**config.mk**
```make
export PLATFORM = sky130hd
export DESIGN_NAME = freq_meter
export DESIGN_NICKNAME = d
export VERILOG_FILES = /design/src/rtl/freq_meter_pkg.sv /design/src/rtl/freq_meter_sync_edge.sv /design/src/rtl/freq_meter.sv
export SDC_FILE = /design/constraint.sdc
export NUM_CORES = 1
export LEC_CHECK = 0
export CAP_MARGIN = 0
export CORE_MARGIN = 3
export CORE_UTILIZATION = 30
export CTS_BUF_LIST = sky130_fd_sc_hd__clkbuf_2
export DETAILED_ROUTE_END_ITERATION = 10
export PLACE_DENSITY = 0.5
export SETUP_SLACK_MARGIN = 0.02
export SYNTH_ARGS = -nofsm -noshare
export SYNTH_HDL_FRONTEND = slang
export SYNTH_SLANG_ARGS = --single-unit
```
**constraint.sdc**
```tcl
create_clock -name clock -period 3.1 [get_ports clock]
set_input_delay 0.31 -clock clock [delete_from_list [all_inputs] [get_ports clock]]
set_output_delay 0.31 -clock clock [all_outputs]
set_load 0.05 [all_outputs]
```
**src/rtl/freq_meter_pkg.sv**
```systemverilog
// Shared FSM state encoding and width helper for the frequency meter.
// Pure declarations: no latency and no flow control.
package freq_meter_pkg;

    typedef enum logic [1:0] {
        ST_IDLE    = 2'd0,
        ST_ARM     = 2'd1,
        ST_MEASURE = 2'd2,
        ST_REPORT  = 2'd3
    } fm_state_e;

    // Bits needed to hold 0..value-1. Never less than 1, so a 2-cycle gate still gets a counter.
    function automatic int fm_clog2(input int value);
        int w;
        w = 1;
        while ((1 << w) < value) w++;
        return w;
    endfunction

endpackage

```
**src/rtl/freq_meter_sync_edge.sv**
```systemverilog
// Synchronizes an async input and emits a one-cycle pulse on each rising edge.
// Latency: the pulse appears STAGES+1 cycles after the input; there is no backpressure.
module sync_edge #(
    parameter int STAGES = 2
) (
    input  logic clock,
    input  logic reset,
    input  logic async_i,
    output logic rise_o
);

    logic [STAGES-1:0] r_sync;
    logic              r_prev;
    logic              r_rise;

    always_ff @(posedge clock) begin
        if (reset) begin
            r_sync <= '0;
            r_prev <= 1'b0;
            r_rise <= 1'b0;
        end else begin
            r_sync <= {r_sync[STAGES-2:0], async_i};
            r_prev <= r_sync[STAGES-1];
            r_rise <= r_sync[STAGES-1] & ~r_prev;
        end
    end

    assign rise_o = r_rise;

endmodule

```
**src/rtl/freq_meter.sv**
```systemverilog
// Counts rising edges of sig_i over a fixed gate of GATE_CYCLES clocks and window-checks the result.
// Latency: a result every GATE_CYCLES+2 cycles while enabled; there is no backpressure (enable only starts or aborts gates).
module freq_meter
    import freq_meter_pkg::*;
#(
    parameter int GATE_CYCLES = 1200000,
    parameter int COUNT_WIDTH = 24,
    parameter int LOW_LIMIT   = 0,
    parameter int HIGH_LIMIT  = 2**24-1,
    parameter int SYNC_STAGES = 2
) (
    input  logic                   clock,
    input  logic                   reset,
    input  logic                   sig_i,
    input  logic                   enable,
    output logic                   busy,
    output logic [COUNT_WIDTH-1:0] count_o,
    output logic                   count_valid,
    output logic                   in_range,
    output logic                   overflow
);

    localparam int GW = fm_clog2(GATE_CYCLES);
    localparam logic [COUNT_WIDTH:0] LOW_X  = {1'b0, COUNT_WIDTH'(LOW_LIMIT)};
    localparam logic [COUNT_WIDTH:0] HIGH_X = {1'b0, COUNT_WIDTH'(HIGH_LIMIT)};

    logic                   w_rise;
    logic                   w_at_max;
    logic                   w_last;
    logic                   w_sat_nxt;
    logic                   w_lo_borrow;
    logic                   w_hi_borrow;
    logic [COUNT_WIDTH-1:0] w_edge_nxt;

    fm_state_e              r_state;
    logic [GW-1:0]          r_gate_cnt;
    logic [COUNT_WIDTH-1:0] r_edge_cnt;
    logic                   r_sat;
    logic [COUNT_WIDTH-1:0] r_count;
    logic                   r_valid;
    logic                   r_in_range;
    logic                   r_overflow;

    sync_edge #(.STAGES(SYNC_STAGES)) u_sync_edge (
        .clock   (clock),
        .reset   (reset),
        .async_i (sig_i),
        .rise_o  (w_rise)
    );

    assign w_at_max   = &r_edge_cnt;
    assign w_edge_nxt = (w_rise && !w_at_max) ? r_edge_cnt + COUNT_WIDTH'(1) : r_edge_cnt;
    assign w_sat_nxt  = r_sat | (w_rise & w_at_max);
    assign w_last     = (r_gate_cnt == GW'(GATE_CYCLES - 1));

    // Window test by borrow-out of widened subtractions, so an all-ones or zero limit needs no special case.
    assign w_lo_borrow = |(({1'b0, w_edge_nxt} - LOW_X) >> COUNT_WIDTH);
    assign w_hi_borrow = |((HIGH_X - {1'b0, w_edge_nxt}) >> COUNT_WIDTH);

    always_ff @(posedge clock) begin
        if (reset) begin
            r_state    <= ST_IDLE;
            r_gate_cnt <= '0;
            r_edge_cnt <= '0;
            r_sat      <= 1'b0;
            r_count    <= '0;
            r_valid    <= 1'b0;
            r_in_range <= 1'b0;
            r_overflow <= 1'b0;
        end else begin
            r_valid <= 1'b0;
            case (r_state)
                ST_IDLE: begin
                    if (enable) r_state <= ST_ARM;
                end
                ST_ARM: begin
                    r_gate_cnt <= '0;
                    r_edge_cnt <= '0;
                    r_sat      <= 1'b0;
                    r_state    <= enable ? ST_MEASURE : ST_IDLE;
                end
                ST_MEASURE: begin
                    r_gate_cnt <= r_gate_cnt + GW'(1);
                    r_edge_cnt <= w_edge_nxt;
                    r_sat      <= w_sat_nxt;
                    if (!enable) begin
                        r_state <= ST_IDLE;
                    end else if (w_last) begin
                        // Results are loaded on entry so they are already valid during the REPORT cycle.
                        r_state    <= ST_REPORT;
                        r_count    <= w_edge_nxt;
                        r_overflow <= w_sat_nxt;
                        r_in_range <= !w_lo_borrow && !w_hi_borrow && !w_sat_nxt;
                        r_valid    <= 1'b1;
                    end
                end
                ST_REPORT: begin
                    r_state <= enable ? ST_ARM : ST_IDLE;
                end
                default: r_state <= ST_IDLE;
            endcase
        end
    end

    assign busy        = (r_state == ST_ARM) || (r_state == ST_MEASURE);
    assign count_o     = r_count;
    assign count_valid = r_valid;
    assign in_range    = r_in_range;
    assign overflow    = r_overflow;

endmodule

```
==> reports/results.txt <==
status: finished, final reports clean
hold_buf cts: 0
fmax: 0.365 GHz
RSZ-0062 raised after global routing: no
clock root cell: clkbuf_2
Rel. slew slack: 50.5%
core area: 12,300 µm²
Startpoint Class: flip-flop
drt via density: 4.93
smallest setup slack after layout: 0.359 ns
Design Area, Final: 4430 µm²
Int Power: 1.17 mW
initial core utilization: 31.4%
Sink Count: 79
Tcrit/Tclk final: 88.4%
Avg Inst Size Synth: 8.54 µm²
Cell Rows: 40
dpl hpwl: 6450 µm
Synth top cells by count: dfxtp_1, nor2_1, nand2_1
combinational share of power: 6.7%
Static Leak: 1.39 nW
FILL cells: 1,306
dominant cell type by area after synthesis: dfxtp_1
Critical Path Fanout Max: 9
top-count cell post-synth: dfxtp_1
final hold vios: 0
drt drc: 0
Post-synth EDFFs: 0
gpl congestion: 0.793
Top Ports: 32
final wirelength: 9020 µm
Hold Path Class: primary input to flip-flop
Syn Nets: 460
register bit total from synthesis: 79
share of the synthesized area in the top cell type: 41.1%
Post-synth top flop: dfxtp_1
RR Startpoint: r_edge_cnt[0]
post_cts resized: 0
worst-case clock buffer depth: 2
CTS buffer count: 9
Layout Nets: 485
Distinct cells, synth: 57
largest net degree at the start of global routing: 37
Slew Viols, Final: 0
Setup crit end kind: output port
PwrDens: 365 nW/µm²
WS Path Type: flip-flop to output port
Synth async-reset ratio: 0%
routed len/inst: 13.9 µm
Net Sw Frac: 27.9%
Worst Skew: 0.0310 ns
DR vias: 3,198
WP data arrival: 2.43 ns
placed instance area: 4340 µm²
maximum vdd drop: 0.222 mV
Detailed Routing Iterations Pass 1: 4
I/O Buffers: 31
synthesis-to-layout area growth: 15.0%
Worst path max stage delay: 0.86 ns
pre-CTS setup slack: 0.603 ns
CTS clock-pin slew for the worst setup and hold paths: 0.22 ns
Die Span Y: 119 µm
crit-path cells: inv_1, ha_1, clkdlybuf4s50_1
CTS tree: done
htree depth: 3
Hold Startpoint: reset
Worst-Margin Slew: 0.736 ns
Clock Power Share: 29.5%
top post-synthesis cells by area: dfxtp_1, nor2_1, xor2_1
antenna viol nets, final: 0
Critical Path RT: 2.79 ns
initial antenna violation count: 0
Reg power frac: 63.8%
layout cell share with drive strength beyond 1: 10.8%
Synth Warn #: 0
Initial DRC Count: 155
grt ovf: 0
setup_tns: 0 ns
GRT Util Overall: 13.5%
critical path launch point: r_state[0]
ant diodes: 0
mapped cell area: 3850 µm²
switching pwr: 0.450 mW
fin crit period: 2.74 ns
Max-Cap Viols: 0
first-pass GRT wire length: 15,500 µm
vias in the first global route: 3,110
final setup violation count: 0
Die Footprint: 14,200 µm²
Synth Instances: 451
Clk Latency, worst-skew pair: 0.57 ns
Die Wd: 119 µm
Post-CTS Setup Inserts: 0
sequential fraction of the synthesis area: 41.1%
CP max-delay cell: clkdlybuf4s50_1
## metal layers
layer / share of wire (%) / global-route usage (%)
met5: 0 / 0
met4: 1.2 / 4.58
met3: 3.9 / 4.23
met2: 45 / 20.8
met1: 50 / 17.9
## worst paths after layout
path	endpoint	slack, ns	cells past startpoint
worst max-delay path	busy	0.36	3
worst min-delay path	in_range	0.11	2
worst min register to register	u_sync_edge.rise_o	0.40	1
worst max register to register	r_edge_cnt[12]	0.54	7
## critical path, delay by kind of cell (launching register included)
kind       cells  cell delay (ns)
fa+ha+maj      1             0.45
buf+inv        2             0.97
flops          1             0.45
## per-stage QoR
step           total power [mW]  instances  utilization (%)  hold slack, ns
2_1_floorplan              1.12        451                -           0.367
3_3_place_gp               1.16        633             35.4           0.378
3_5_place_dp               1.16        633             35.4           0.383
4_1_cts                    1.65        649             36.1          0.0535
5_1_grt                    1.71        649             36.1          0.0759
6_report                   1.62        649             36.1           0.110
## cell families after synthesis
family	Yosys count	synth area share [%]
adder cells (fa/ha/maj)	5	1.62
buffers and inverters	33	3.57
AO/OA/AOI/OAI	90	15.6
AND/OR/NAND/NOR	199	27.7
multiplexers	5	1.33
XOR/XNOR	40	9.09
flip-flops	79	41.1
## power by group through the flow
stage               Sequential, mW  Clock, mW  Combinational (mW)
floorplan                     1.05          0              0.0756
global placement              1.05          0               0.106
detailed placement            1.05          0               0.108
CTS                           1.03      0.514               0.109
global route                  1.03      0.553               0.120
finish                        1.03      0.477               0.108
## final cells by class
type                            instances  area, µm²  share of cell area, %
Clock buffer                           10       50.0                   1.13
Clock inverter                          6       37.5                  0.847
Inverter                                7       26.3                  0.593
Multi-Input combinational cell        339       2140                   48.3
Sequential cell                        79       1580                   35.7
Tap cell                              168        210                   4.74
Timing Repair Buffer                   40        385                   8.70
## registers in the layout (all words and copies together) (netlist names)
signal and flops:
count_valid 1, u_sync_edge.rise_o 1, in_range 1, count_o 24
u_sync_edge.r_sync 2, r_edge_cnt 24, u_sync_edge.r_prev 1, overflow 1
r_sat 1, r_state 2, r_gate_cnt 21
## cell usage in the layout (no fill, tap or decap), types with 8 or more instances in the layout
| cell | instances |
|---|---|
| dfxtp_1 | 79 |
| nor2_1 | 60 |
| nand2_1 | 35 |
| clkdlybuf4s50_1 | 30 |
| xor2_1 | 24 |
| nand3_1 | 21 |
| a211oi_1 | 21 |
| a21oi_1 | 19 |
| o21ai_0 | 16 |
| xnor2_1 | 16 |
| a31oi_1 | 14 |
| nand4_1 | 12 |
| clkbuf_2 | 10 |
| nor3_1 | 9 |
| or3_1 | 8 |
| buf_4 | 8 |
Power figures use the tool's default switching activity.
